**config.mk**
```make
export PLATFORM = sky130hd
export DESIGN_NAME = rk_mem_arbiter
export DESIGN_NICKNAME = d
export VERILOG_FILES = /design/src/rtl/rk_mem_pkg.sv /design/src/rtl/rk_mem_prio.sv /design/src/rtl/rk_mem_arbiter.sv
export SDC_FILE = /design/constraint.sdc
export NUM_CORES = 1
export LEC_CHECK = 0
export ABC_CLOCK_PERIOD_IN_PS = 2100
export BUFFER_PORTS_ARGS = -buffer_cell sky130_fd_sc_hd__buf_2
export CAP_MARGIN = 20
export CORE_ASPECT_RATIO = 1.75
export CORE_MARGIN = 1.5
export CORE_UTILIZATION = 35
export DETAILED_ROUTE_END_ITERATION = 8
export PLACE_DENSITY = 0.64
export RECOVER_POWER = 25
export SKIP_LAST_GASP = 1
export SYNTH_ARGS = -nofsm -noshare
export SYNTH_HDL_FRONTEND = slang
export SYNTH_SLANG_ARGS = --single-unit
export TNS_END_PERCENT = 20
```
**constraint.sdc**
```tcl
create_clock -name clk50mhz -period 2.1 [get_ports clk50mhz]
set_clock_uncertainty 0.1 [all_clocks]
set_input_delay 0.315 -clock clk50mhz [delete_from_list [all_inputs] [get_ports clk50mhz]]
set_output_delay 0.315 -clock clk50mhz [all_outputs]
set_load 0.02 [all_outputs]
```
**src/rtl/rk_mem_pkg.sv**
```systemverilog
// Shared types and constants for the SDRAM arbiter between the 8080 CPU and the video DMA.
package rk_mem_pkg;

  localparam int CNT_W        = 4;
  localparam int DEF_MEM_LAT  = 4;
  localparam int DEF_SLOT_LEN = 6;

  typedef enum logic [2:0] {
    IDLE    = 3'd0,
    ISSUE   = 3'd1,
    WAIT    = 3'd2,
    DONE    = 3'd3,
    RECOVER = 3'd4
  } state_e;

  typedef enum logic {
    OWN_CPU = 1'b0,
    OWN_VID = 1'b1
  } owner_e;

endpackage

```
**src/rtl/rk_mem_prio.sv**
```systemverilog
// Requester arming, CPU starvation counter and grant selection for the SDRAM arbiter.
module rk_mem_prio
  import rk_mem_pkg::*;
#(
  parameter int CPU_MAX_WAIT = 3
) (
  input  logic clk50mhz,
  input  logic reset_n,
  input  logic cpu_req,
  input  logic vid_req,
  input  logic cpu_ack,
  input  logic vid_ack,
  input  logic grant_en,
  output logic grant_valid,
  output logic grant_vid,
  output logic cpu_armed
);

  logic             cpu_armed_r;
  logic             vid_armed_r;
  logic             cpu_low_r;
  logic             vid_low_r;
  logic [CNT_W-1:0] starve_r;
  logic             cpu_elig_s;
  logic             vid_elig_s;
  logic             starve_max_s;
  logic             grant_cpu_s;

  assign cpu_elig_s   = cpu_req & cpu_armed_r;
  assign vid_elig_s   = vid_req & vid_armed_r;
  assign starve_max_s = (starve_r == CNT_W'(CPU_MAX_WAIT));
  assign grant_cpu_s  = cpu_elig_s & (~vid_elig_s | starve_max_s);
  assign grant_valid  = grant_en & (cpu_elig_s | vid_elig_s);
  assign grant_vid    = ~grant_cpu_s;
  assign cpu_armed    = cpu_armed_r;

  // A low seen at any point since the grant re-arms the requester when its ack arrives,
  // so a DMA that pulses its request mid-transaction is served again in the next slot.
  always_ff @(posedge clk50mhz or negedge reset_n) begin
    if (!reset_n) begin
      cpu_armed_r <= 1'b1;
      vid_armed_r <= 1'b1;
      cpu_low_r   <= 1'b0;
      vid_low_r   <= 1'b0;
    end else begin
      if (grant_valid && grant_cpu_s) cpu_low_r <= 1'b0;
      else if (!cpu_req)              cpu_low_r <= 1'b1;
      if (grant_valid && !grant_cpu_s) vid_low_r <= 1'b0;
      else if (!vid_req)               vid_low_r <= 1'b1;
      if (cpu_ack)       cpu_armed_r <= cpu_low_r | ~cpu_req;
      else if (!cpu_req) cpu_armed_r <= 1'b1;
      if (vid_ack)       vid_armed_r <= vid_low_r | ~vid_req;
      else if (!vid_req) vid_armed_r <= 1'b1;
    end
  end

  // Starvation count of video grants taken while the CPU was waiting.
  always_ff @(posedge clk50mhz or negedge reset_n) begin
    if (!reset_n) begin
      starve_r <= {CNT_W{1'b0}};
    end else if (!cpu_elig_s) begin
      starve_r <= {CNT_W{1'b0}};
    end else if (grant_valid) begin
      if (grant_cpu_s)        starve_r <= {CNT_W{1'b0}};
      else if (!starve_max_s) starve_r <= starve_r + CNT_W'(1);
    end
  end

endmodule

```
**src/rtl/rk_mem_arbiter.sv**
```systemverilog
// Shares the single-port SDRAM controller between the CPU and video DMA: grant, strobe
// sequencing with fixed read latency, one-cycle ack and CPU wait generation.
module rk_mem_arbiter
  import rk_mem_pkg::*;
#(
  parameter int ADDR_W       = 15,
  parameter int MEM_ADDR_W   = 18,
  parameter int MEM_LAT      = DEF_MEM_LAT,
  parameter int SLOT_LEN     = DEF_SLOT_LEN,
  parameter int CPU_MAX_WAIT = 3
) (
  input  logic                  clk50mhz,
  input  logic                  reset_n,
  input  logic                  cpu_req,
  input  logic                  cpu_we,
  input  logic [ADDR_W-1:0]     cpu_addr,
  input  logic [7:0]            cpu_wdata,
  output logic                  cpu_ack,
  output logic [7:0]            cpu_rdata,
  output logic                  cpu_wait,
  input  logic                  vid_req,
  input  logic [ADDR_W-1:0]     vid_addr,
  output logic                  vid_ack,
  output logic [7:0]            vid_rdata,
  output logic                  mem_rd,
  output logic                  mem_we_n,
  output logic [MEM_ADDR_W-1:0] mem_addr,
  output logic [7:0]            mem_wdata,
  input  logic [15:0]           mem_rdata
);

  state_e            state_r;
  state_e            state_nx_s;
  logic [CNT_W-1:0]  cnt_r;
  logic [CNT_W-1:0]  cnt_nx_s;
  logic              own_vid_r;
  logic              own_vid_nx_s;
  logic              we_r;
  logic              we_nx_s;
  logic              rd_nx_s;
  logic              we_n_nx_s;
  logic              cpu_ack_nx_s;
  logic              vid_ack_nx_s;
  logic              capture_s;
  logic              grant_en_s;
  logic              grant_valid_s;
  logic              grant_vid_s;
  logic              cpu_armed_s;
  logic [ADDR_W-1:0] grant_addr_s;
  logic              unused_hi_s;

  assign grant_en_s   = (state_r == IDLE);
  assign grant_addr_s = grant_vid_s ? vid_addr : cpu_addr;
  assign cpu_wait     = cpu_req & cpu_armed_s & ~cpu_ack;
  assign unused_hi_s  = ^mem_rdata[15:8];

  rk_mem_prio #(
    .CPU_MAX_WAIT (CPU_MAX_WAIT)
  ) u_prio (
    .clk50mhz    (clk50mhz),
    .reset_n     (reset_n),
    .cpu_req     (cpu_req),
    .vid_req     (vid_req),
    .cpu_ack     (cpu_ack),
    .vid_ack     (vid_ack),
    .grant_en    (grant_en_s),
    .grant_valid (grant_valid_s),
    .grant_vid   (grant_vid_s),
    .cpu_armed   (cpu_armed_s)
  );

  // Next state plus next values of the registered strobes; cnt is 0 in the ISSUE cycle.
  always_comb begin
    state_nx_s   = state_r;
    cnt_nx_s     = cnt_r + CNT_W'(1);
    own_vid_nx_s = own_vid_r;
    we_nx_s      = we_r;
    rd_nx_s      = 1'b0;
    we_n_nx_s    = 1'b1;
    cpu_ack_nx_s = 1'b0;
    vid_ack_nx_s = 1'b0;
    capture_s    = 1'b0;
    case (state_r)
      IDLE: begin
        cnt_nx_s = {CNT_W{1'b0}};
        if (grant_valid_s) begin
          state_nx_s   = ISSUE;
          own_vid_nx_s = grant_vid_s;
          we_nx_s      = ~grant_vid_s & cpu_we;
          rd_nx_s      = ~we_nx_s;
          we_n_nx_s    = ~we_nx_s;
        end else begin
          state_nx_s = IDLE;
        end
      end
      ISSUE: begin
        state_nx_s = WAIT;
        rd_nx_s    = ~we_r;
      end
      WAIT: begin
        if (cnt_r == CNT_W'(MEM_LAT)) begin
          state_nx_s   = DONE;
          capture_s    = ~we_r;
          cpu_ack_nx_s = ~own_vid_r;
          vid_ack_nx_s = own_vid_r;
        end else begin
          rd_nx_s = ~we_r;
        end
      end
      DONE, RECOVER: begin
        if (cnt_r == CNT_W'(SLOT_LEN - 1)) state_nx_s = IDLE;
        else                               state_nx_s = RECOVER;
      end
      default: begin
        state_nx_s = IDLE;
        cnt_nx_s   = {CNT_W{1'b0}};
      end
    endcase
  end

  // State, transaction latches and all registered outputs.
  always_ff @(posedge clk50mhz or negedge reset_n) begin
    if (!reset_n) begin
      state_r   <= IDLE;
      cnt_r     <= {CNT_W{1'b0}};
      own_vid_r <= 1'b0;
      we_r      <= 1'b0;
      mem_rd    <= 1'b0;
      mem_we_n  <= 1'b1;
      mem_addr  <= {MEM_ADDR_W{1'b0}};
      mem_wdata <= 8'h00;
      cpu_ack   <= 1'b0;
      vid_ack   <= 1'b0;
      cpu_rdata <= 8'h00;
      vid_rdata <= 8'h00;
    end else begin
      state_r   <= state_nx_s;
      cnt_r     <= cnt_nx_s;
      own_vid_r <= own_vid_nx_s;
      we_r      <= we_nx_s;
      mem_rd    <= rd_nx_s;
      mem_we_n  <= we_n_nx_s;
      cpu_ack   <= cpu_ack_nx_s;
      vid_ack   <= vid_ack_nx_s;
      if (grant_en_s && grant_valid_s) begin
        mem_addr <= MEM_ADDR_W'(grant_addr_s);
        if (!grant_vid_s) mem_wdata <= cpu_wdata;
      end
      if (capture_s) begin
        if (own_vid_r) vid_rdata <= mem_rdata[7:0];
        else           cpu_rdata <= mem_rdata[7:0];
      end
    end
  end

endmodule
```
==> metrics.csv, run 1 <==
stage,metric,value,unit
synth,ys_seq_elements,60,
clock_tree,cts_tree,built,
sta,fin_setup_tns,0,ns
floorplanning,die_y,119,um
finish,final_cell_area,3630,um2
global_routing,grt_use_met2,0.260,
synth,yosysSeqAreaShare,0.563,
sta,rsz0062_at_grt,true,
worst_setup_path,critPathKind,flip-flop to flip-flop,
route,wl,6070,um
sta,setup_viol,0,
clock_tree,root_buffer,clkbuf_16,
floorplanning,die_x,69.0,um
power_and_ir_drop,ir_drop,0.000566,V
finish,diodes,0,
power_and_ir_drop,combPwrFrac,0.362,
sta,hold_viol_final,0,
sta,fmax,492,MHz
clock_tree,clk_pin_slew,0.05,ns
worst_setup_path,critPathRequiredTime,2.21,ns
min_path,hold_class,input port to flip-flop,
job,max_cap_violations,0,
finish,regArea,1510,um2
finish,final_common_cell,buf_2,
floorplanning,pin_count,106,
run_status,status,finished clean,
route,drt_pass1_iterations,4,
global_routing,use_met1,0.183,
global_routing,gr-total-overflow,0,
power_and_ir_drop,switching_share,0.342,
synth,syn-cell-area,2670,um2
sta,drv_slew,0,
clock_tree,clkSinkCount,60,
global_routing,antenna_found_initial,0,
worst_setup_path,endpoint_kind,flip-flop,
synth,async_reset_ff_frac,1.00,
finish,nets,371,
clock_tree,clk_path_buf_depth,2,
route,routedWlPerCell,15.1,um
finish,n_fill_cell,695,
worst_setup_path,cp.arrival,2.15,ns
global_routing,met3_usage,0.0486,
sta,max-slew-margin-rel,0.224,
power_and_ir_drop,power_frac_seq,0.340,
placement,hpwlAfterDp,4080,um
sta,period_needed,2.03,ns
power_and_ir_drop,power_leakage,1.72,nW
power_and_ir_drop,p_per_area,1520,nW/um2
placement,place_area,3270,um2
synth,ys_warn_count,0,
floorplanning,dieArea,8190,um2
sta,tightest_slew,1.16,ns
finish,syn_to_final_growth,35.8,%
synth,synthFlopType,dfrtp_1,
floorplanning,placeableCoreArea,7460,um2
finish,final_cell_mix,"buf_2, dfrtp_1, mux2_2",
power_and_ir_drop,clock_power_share,0.297,
clock_tree,cts_buffers,9,
finish,multiInputGateArea,1070,um2
placement,io_buffers,94,
worst_setup_path,path_max_fanout,8,
route,drt.antenna.violating_nets,0,
route,drt-initial-drc-count,102,
power_and_ir_drop,switchingPower,1.89,mW
clock_tree,cts_max_level,3,
floorplanning,std_cell_rows,42,
global_routing,grt_pass1_wl,10200,um
global_routing,top_usage_layer,met2,
synth,syn_area_per_cell,13.0,um2
floorplanning,initial_core_util,0.358,
synth,synth_edf_count,0,
route,dr_total_vias,2091,
finish,drive_above_1_share,0.482,
sta,period_share,0.968,
synth,synth.distinct_cells,42,
route,drc,0,
global_routing,grt_pass1_vias,2150,
global_routing,grt_max_degree,41,
global_routing,grt_usage,0.159,
clock_tree,insertion_delay,0.33,ns
placement,gp_congestion,0.747,
power_and_ir_drop,cell_internal_pwr,3.63,mW
synth,syn_inst,206,
route,viasPerCell,5.21,
worst_setup_path,startpoint_type,flip-flop,
-- power groups by stage --
stage	Combinational, mW	Clock, mW	Sequential [mW]
floorplan	0.861	0	2.32
global placement	1.98	0	1.88
detailed placement	2.02	0	1.89
global route	2.15	1.75	1.96
finish	2.00	1.64	1.88
CTS	2.01	1.68	1.88
-- through the flow --
step	setup WS [ns]	total power [mW]	hold slack [ns]	cells	utilization
3_5_place_dp	0.0471	3.91	0.220	383	0.439
2_1_floorplan	0.0900	3.18	-0.0806	208	-
3_3_place_gp	0.0815	3.86	0.207	383	0.439
6_report	0.0666	5.51	0.0620	401	0.486
5_1_grt	-0.0382	5.85	0.0743	401	0.486
4_1_cts	0.0237	5.57	0.0521	400	0.485
-- timing repair --
item | 4_1_cts | 5_1_grt
setup buffers | 0 | 1
hold buffers | 1 | 0
resized for setup | 0 | 3
endpoints found under the setup margin | 0 | 35
hold endpoints to repair | 20 | 0
-- metal layers --
| layer | up-vias | share of wire |
|---|---|---|
| li1 | 975 | - |
| met1 | 1033 | 0.41 |
| met2 | 68 | 0.51 |
| met3 | 15 | 0.048 |
| met4 | 0 | 0.026 |
| met5 | - | 0 |
-- path summary, 6_finish.rpt --
check | start | to | slack (ns) | depth (start not counted)
setup reg to reg | cnt_r[1] | vid_rdata[3] | 0.07 | 5
min in group asynchronous | reset_n | vid_rdata[2] | 0.64 | 2
hold / removal | vid_req | u_prio.vid_armed_r | 0.06 | 2
setup / recovery | cnt_r[1] | vid_rdata[3] | 0.07 | 5
max in group asynchronous | reset_n | mem_we_n | 0.29 | 3
hold reg to reg | own_vid_r | cpu_ack | 0.36 | 1
-- critical path: stages (launching register included) --
cell and delay, ns:
dfrtp_1 0.40, inv_1 0.09, ha_1 0.15, nand3b_1 0.13, or4b_1 0.70, mux2_2 0.35
-- cells by family after synthesis --
logic type	after synthesis	share of synthesized area
fa+ha+maj	4	0.0187
mux	26	0.113
simple gates	41	0.0848
flops	60	0.563
compound gates	48	0.167
other cells	1	0.00140
xor+xnor	2	0.00656
buf+inv	24	0.0450
-- flip-flops by register name, indices dropped and copies added (netlist names), 3 cells and up --
| signal | count |
|---|---|
| cnt_r | 4 |
| cpu_rdata | 8 |
| mem_addr | 15 |
| mem_wdata | 8 |
| state_r | 3 |
| u_prio.starve_r | 4 |
| vid_rdata | 8 |
-- synth_stat cells (all sizes together), types with 2 or more instances --
library cell	instances	area share
dfrtp	57	0.53
mux2	24	0.11
o2111a	15	0.063
clkbuf	6	0.0084
nand4	3	0.0070
buf	12	0.028
a221o	15	0.056
or4b	2	0.0075
a21oi	6	0.011
nor2b	3	0.0070
nand3	6	0.011
ha	4	0.019
mux2i	2	0.0075
xnor2	2	0.0066
and2	3	0.0070
dfstp	3	0.030
o21ai	4	0.0075
nor2	7	0.0098
nand2	8	0.011
inv	6	0.0084
or3	2	0.0047
-- cell type report --
cell class,instances,area share
inverter,6,0.00621
tap,88,0.0303
clock buffer,13,0.0745
sequential,60,0.415
clock inverter,3,0.0186
multi-input combinational,124,0.294
timing repair buffer,107,0.161
Power figures use the tool's default switching activity.
==> run 2, diff against run 1 <==
- PLACE_DENSITY: 0.64 -> unset
- SETUP_SLACK_MARGIN: unset -> 0.1
==> metrics.csv, run 2 (same netlist as run 1, synthesis figures left out) <==
stage,metric,value,unit,change
worst_setup_path,critical_path.max_stage_delay,0.41,ns,-0.29 ns
clock_tree,clk_pin_slew,0.05,ns,about the same
route,routedWlPerCell,14.9,um,-1.3%
run_status,status,finished clean,,
worst_setup_path,path_delay_family,simple AND/OR/NAND/NOR gates,,
worst_setup_path,crit_chain,"ha_1, or3b_1, a211oi_4, buf_12, mux2_2",,
finish,final_util,0.489,,+0.00319
worst_setup_path,cpMaxStageDelayCell,or3b_1,,
worst_setup_path,startpoint,u_prio.starve_r[1],,
finish,diodes,0,,unchanged
floorplanning,dieArea,8190,um2,unchanged
route,dr_total_vias,2047,,-2.1%
finish,largest-register,mem_addr,,
sta,period_share,0.960,,-0.00832
route,drt_pass1_iterations,4,,unchanged
placement,io_buffers,94,,unchanged
floorplanning,pin_count,106,,unchanged
sta,period_needed,2.02,ns,-0.0175 ns
floorplanning,die_x,69.0,um,unchanged
clock_tree,clkSinkCount,60,,unchanged
job,max_cap_violations,0,,unchanged
worst_setup_path,endpoint_kind,flip-flop,,
placement,hpwlAfterDp,4110,um,+0.70%
worst_setup_path,crit_buf_inv,1,,unchanged
min_path,worstHoldStart,cpu_req,,
sta,fmax,496,MHz,+0.87%
finish,drive_above_1_share,0.482,,about the same
clock_tree,cts_tree,built,,
sta,fin_setup_tns,0,ns,unchanged
finish,largest_reg_flops,15,,unchanged
sta,fin_ws,0.0841,ns,+0.0175 ns
floorplanning,std_cell_rows,42,,unchanged
worst_setup_path,critPathKind,flip-flop to flip-flop,,
worst_setup_path,cp.arrival,2.12,ns,-0.03 ns
sta,tightest_slew,0.794,ns,-0.370 ns
placement,gp_congestion,0.735,,-1.6%
clock_tree,clk_path_buf_depth,2,,unchanged
placement,dp_slack,0.0623,ns,+0.0152 ns
global_routing,antenna_found_initial,0,,unchanged
worst_setup_path,startpoint_type,flip-flop,,
worst_setup_path,path_max_fanout,24,,+16
route,wl,5960,um,-1.8%
route,drt.antenna.violating_nets,0,,unchanged
floorplanning,initial_core_util,0.358,,unchanged
sta,max-slew-margin-rel,0.471,,+0.247
route,viasPerCell,5.13,,-1.6%
clock_tree,cts_max_level,3,,unchanged
clock_tree,cts_buffers,9,,unchanged
power_and_ir_drop,power_leakage,1.74,nW,+1.0%
clock_tree,insertion_delay,0.32,ns,about the same
global_routing,gr-total-overflow,0,,unchanged
finish,final_cell_mix,"buf_2, dfrtp_1, mux2_2",,
route,drc,0,,unchanged
worst_setup_path,critPathRequiredTime,2.20,ns,about the same
global_routing,grt_pass1_vias,2126,,-1.1%
worst_setup_path,r2r_start,u_prio.starve_r[1],,
route,drt-initial-drc-count,89,,-13%
floorplanning,die_y,119,um,unchanged
global_routing,grt_usage,0.154,,-0.00494
sta,hold_ws,0.0812,ns,+0.0193 ns
floorplanning,placeableCoreArea,7460,um2,unchanged
finish,nets,370,,-0.27%
sta,hold_viol_final,0,,unchanged
min_path,hold_class,input port to flip-flop,,
finish,syn_to_final_growth,36.7,%,
power_and_ir_drop,p_per_area,1560,nW/um2,+2.3%
sta,drv_slew,0,,unchanged
sta,rsz0062_at_grt,true,,
global_routing,grt_pass1_wl,9980,um,-2.2%
finish,n_fill_cell,680,,-2.2%
sta,setup_viol,0,,unchanged
power_and_ir_drop,ir_drop,0.000699,V,+23%
clock_tree,root_buffer,clkbuf_16,,
global_routing,grt_max_degree,61,,+49%
finish,final_common_cell,buf_2,,
[run 2: routing by layer]
metal	global-route usage	vias to the layer above	part of all wire
met5	0	-	0
li1	-	973	-
met4	0.0956	0	0.028
met3	0.0298	10	0.038
met1	0.177	999	0.42
met2	0.260	65	0.52
[run 2: path summary, 6_finish.rpt]
check	endpoint	slack, ns	cells after the start
min in group asynchronous	vid_rdata[1]	0.63	3
hold reg to reg	cpu_ack	0.36	1
setup / recovery	mem_wdata[3]	0.08	5
setup reg to reg	mem_wdata[3]	0.08	5
max in group asynchronous	u_prio.cpu_low_r	0.76	3
hold / removal	u_prio.cpu_armed	0.08	2
[run 2: final cells by class]
type	count	area, um2	area share
clock inverters	4	120	0.0329
repair buffers	106	576	0.158
inverters	6	22.5	0.00617
well taps	88	110	0.0301
multi-input cells	124	1070	0.292
flip-flops and latches	60	1510	0.412
clock buffers	11	253	0.0692
[run 2: power by group]
part           internal [mW]  total (mW)  switching [mW]  leakage [nW]
registers               1.61        1.88           0.265         0.726
logic                  0.879        2.00            1.12         0.827
clock network           1.33        1.81           0.471         0.182
[run 2: what timing repair did]
action / 4_1_cts / 5_1_grt
hold buffers: 1 / 0
endpoints found under the setup margin: 21 / 16
endpoints found under the hold margin: 57 / 0
gates resized for setup: 1 / 1
setup buffers: 0 / 0
cloned: 0 / 0
[run 2: stage by stage]
step | cells | power [mW] | area, um2
global route | 399 | 6.01 | 3650
global placement | 383 | 3.87 | 3270
floorplan | 208 | 3.18 | 2680
finish | 399 | 5.68 | 3650
detailed placement | 383 | 3.91 | 3270
CTS | 399 | 5.76 | 3660
==> run 3, diff against run 2 <==
- ABC_AREA: unset -> 1
==> metrics.csv, run 3 <==
stage,metric,value,unit,change
sta,period_share,0.822,,-0.138
floorplanning,die_y,121,um,+2.1%
global_routing,gr-total-overflow,0,,unchanged
clock_tree,root_buffer,clkbuf_16,,
job,max_cap_violations,0,,unchanged
power_and_ir_drop,power_leakage,1.88,nW,+8.4%
power_and_ir_drop,p_per_area,1430,nW/um2,-7.8%
worst_setup_path,crit_buf_inv,2,,+1
global_routing,grt_usage,0.164,,+0.00995
clock_tree,cts_max_level,3,,unchanged
synth,syn-cell-area,2790,um2,+4.4%
floorplanning,placeableCoreArea,7620,um2,+2.1%
finish,final_common_cell,buf_2,,
sta,rsz0062_at_grt,false,,
worst_setup_path,critPathRequiredTime,2.21,ns,about the same
min_path,hold_depth,2,,unchanged
route,drc,0,,unchanged
placement,gp_congestion,0.882,,+20%
clock_tree,cts_buffers,9,,unchanged
synth,yosysSeqAreaShare,0.539,,-0.0240
sta,setup_viol,0,,unchanged
worst_setup_path,cp.arrival,1.83,ns,-0.29 ns
clock_tree,insertion_delay,0.32,ns,about the same
worst_setup_path,rr_worst_depth,7,,+2
sta,fmax,579,MHz,+17%
sta,drv_slew,0,,unchanged
clock_tree,clkSinkCount,60,,unchanged
global_routing,grt_pass1_vias,2288,,+7.6%
synth,ys_seq_elements,60,,unchanged
global_routing,antenna_found_initial,0,,unchanged
sta,tightest_slew,0.842,ns,+0.0481 ns
synth,synth_edf_count,0,,unchanged
synth,ys_top_cells_by_area,"dfrtp_1, nand2_1, nand3_1",,
placement,hpwlAfterDp,4870,um,+18%
floorplanning,dieArea,8540,um2,+4.3%
synth,synth_common_cells,"nand2_1, dfrtp_1, nand3_1",,
global_routing,grt_pass1_wl,10900,um,+9.4%
worst_setup_path,crit_chain,"nand2_2, nand2_1, inv_1, nor2_2, inv_1, nand2_1, nand3_1",,
synth,async_reset_ff_frac,1.00,,unchanged
floorplanning,initial_core_util,0.366,,+0.00819
sta,hold_viol_final,0,,unchanged
route,wl,6770,um,+14%
route,viasPerCell,4.88,,-4.8%
worst_setup_path,path_max_fanout,16,,-33%
synth,synth_top_area_share,0.511,,-0.0227
min_path,hold_class,input port to flip-flop,,
power_and_ir_drop,ir_drop,0.000615,V,-12%
synth,syn_area_per_cell,9.27,um2,-29%
worst_setup_path,critical_path.max_stage_delay,0.52,ns,+0.11 ns
global_routing,grt_max_degree,61,,unchanged
synth,syn_inst,301,,+46%
sta,max-slew-margin-rel,0.439,,-0.0320
finish,syn_to_final_growth,29.1,%,
route,routedWlPerCell,13.8,um,-7.7%
synth,ys_warn_count,0,,unchanged
worst_setup_path,path_delay_family,simple AND/OR/NAND/NOR gates,,
finish,diodes,0,,unchanged
route,drt-initial-drc-count,174,,+96%
floorplanning,pin_count,106,,unchanged
synth,yosysMostFrequentCell,nand2_1,,
synth,synth_top_cell_by_area,dfrtp_1,,
sta,fin_setup_tns,0,ns,unchanged
route,drt_pass1_iterations,4,,unchanged
clock_tree,cts_tree,built,,
worst_setup_path,endpoint_kind,flip-flop,,
worst_setup_path,critPathKind,flip-flop to flip-flop,,
worst_setup_path,startpoint_type,flip-flop,,
synth,synth.distinct_cells,31,,-26%
route,drt.antenna.violating_nets,0,,unchanged
clock_tree,clk_path_buf_depth,2,,unchanged
finish,largest_reg_flops,15,,unchanged
worst_setup_path,cpMaxStageDelayCell,dfstp_2,,
synth,synthFlopType,dfrtp_1,,
finish,drive_above_1_share,0.340,,-0.142
floorplanning,std_cell_rows,42,,unchanged
finish,largest-register,mem_addr,,
power_and_ir_drop,finalPower,5.17,mW,-9.0%
clock_tree,postCtsResizedCells,0,,-1
finish,nets,461,,+25%
worst_setup_path,worst-path-stages,7,,+2
finish,final_cell_mix,"buf_2, nand2_1, dfrtp_1",,
floorplanning,die_x,70.5,um,+2.1%
finish,n_fill_cell,759,,+12%
clock_tree,clk_pin_slew,0.05,ns,about the same
placement,io_buffers,94,,unchanged
sta,period_needed,1.73,ns,-0.289 ns
route,dr_total_vias,2398,,+17%
run_status,status,finished clean,,
## run 3: cell count changes after synthesis, sizes merged, moves of 16 or more
cell   before  now
mux2       24    0
o21ai       4   20
nand2       8   75
nand3       6   42
inv         6   33
nand4       3   25
## run 3: final timing paths
path	slack [ns]	startpoint	end
setup reg to reg	0.37	u_prio.cpu_armed	mem_addr[9]
min in group asynchronous	0.63	reset_n	mem_wdata[5]
hold reg to reg	0.36	vid_ack	u_prio.vid_armed_r
setup / recovery	0.37	u_prio.cpu_armed	mem_addr[9]
max in group asynchronous	0.70	reset_n	mem_addr[2]
hold / removal	0.09	cpu_req	u_prio.cpu_low_r
## run 3: report_power, final
group | switching, mW | internal [mW] | leakage [nW]
clock network | 0.487 | 0.946 | 0.144
registers | 0.249 | 1.57 | 0.693
logic | 1.28 | 0.634 | 1.05
total | 2.02 | 3.15 | 1.88
## run 3: routing by layer
| metal | track usage | wire (um) | up-vias |
|---|---|---|---|
| li1 | - | - | 1185 |
| met1 | 0.197 | 2770 | 1140 |
| met2 | 0.270 | 3540 | 59 |
| met3 | 0.0199 | 217 | 14 |
| met4 | 0.115 | 245 | 0 |
| met5 | 0 | 0 | - |
## run 3: per-stage QoR
step,setup slack (ns),instance area (um2),hold slack (ns),instances,utilization
3_3_place_gp,0.387,3310,0.245,474,0.435
6_report,0.374,3600,0.0945,491,0.473
5_1_grt,0.199,3600,0.107,491,0.473
3_5_place_dp,0.354,3310,0.255,474,0.435
4_1_cts,0.351,3610,0.0867,491,0.474
2_1_floorplan,0.605,2800,-0.0806,303,-
## run 3: cell families (layout without fill, tap and decap cells)
logic type      Yosys count  after routing  synth area share
simple gates            157            157             0.284
flops                    60             60             0.539
buf+inv                  49            149            0.0852
compound gates           26             26            0.0596
fa+ha+maj                 4              4            0.0179
xor+xnor                  4              4            0.0126
other cells               1              3           0.00134
## run 3: layout make-up
cell class              count  area [um2]  area share
multi-input cells         194        1050       0.293
repair buffers            100         518       0.144
inverters                  33         124      0.0344
clock inverters             3        40.0      0.0111
clock buffers              13         250      0.0695
flip-flops and latches     60        1510       0.418
well taps                  88         110      0.0306
## run 3: what timing repair did
item	in CTS	in global routing
hold buffers	1	0
hold endpoints to repair	57	0
setup buffers	0	0
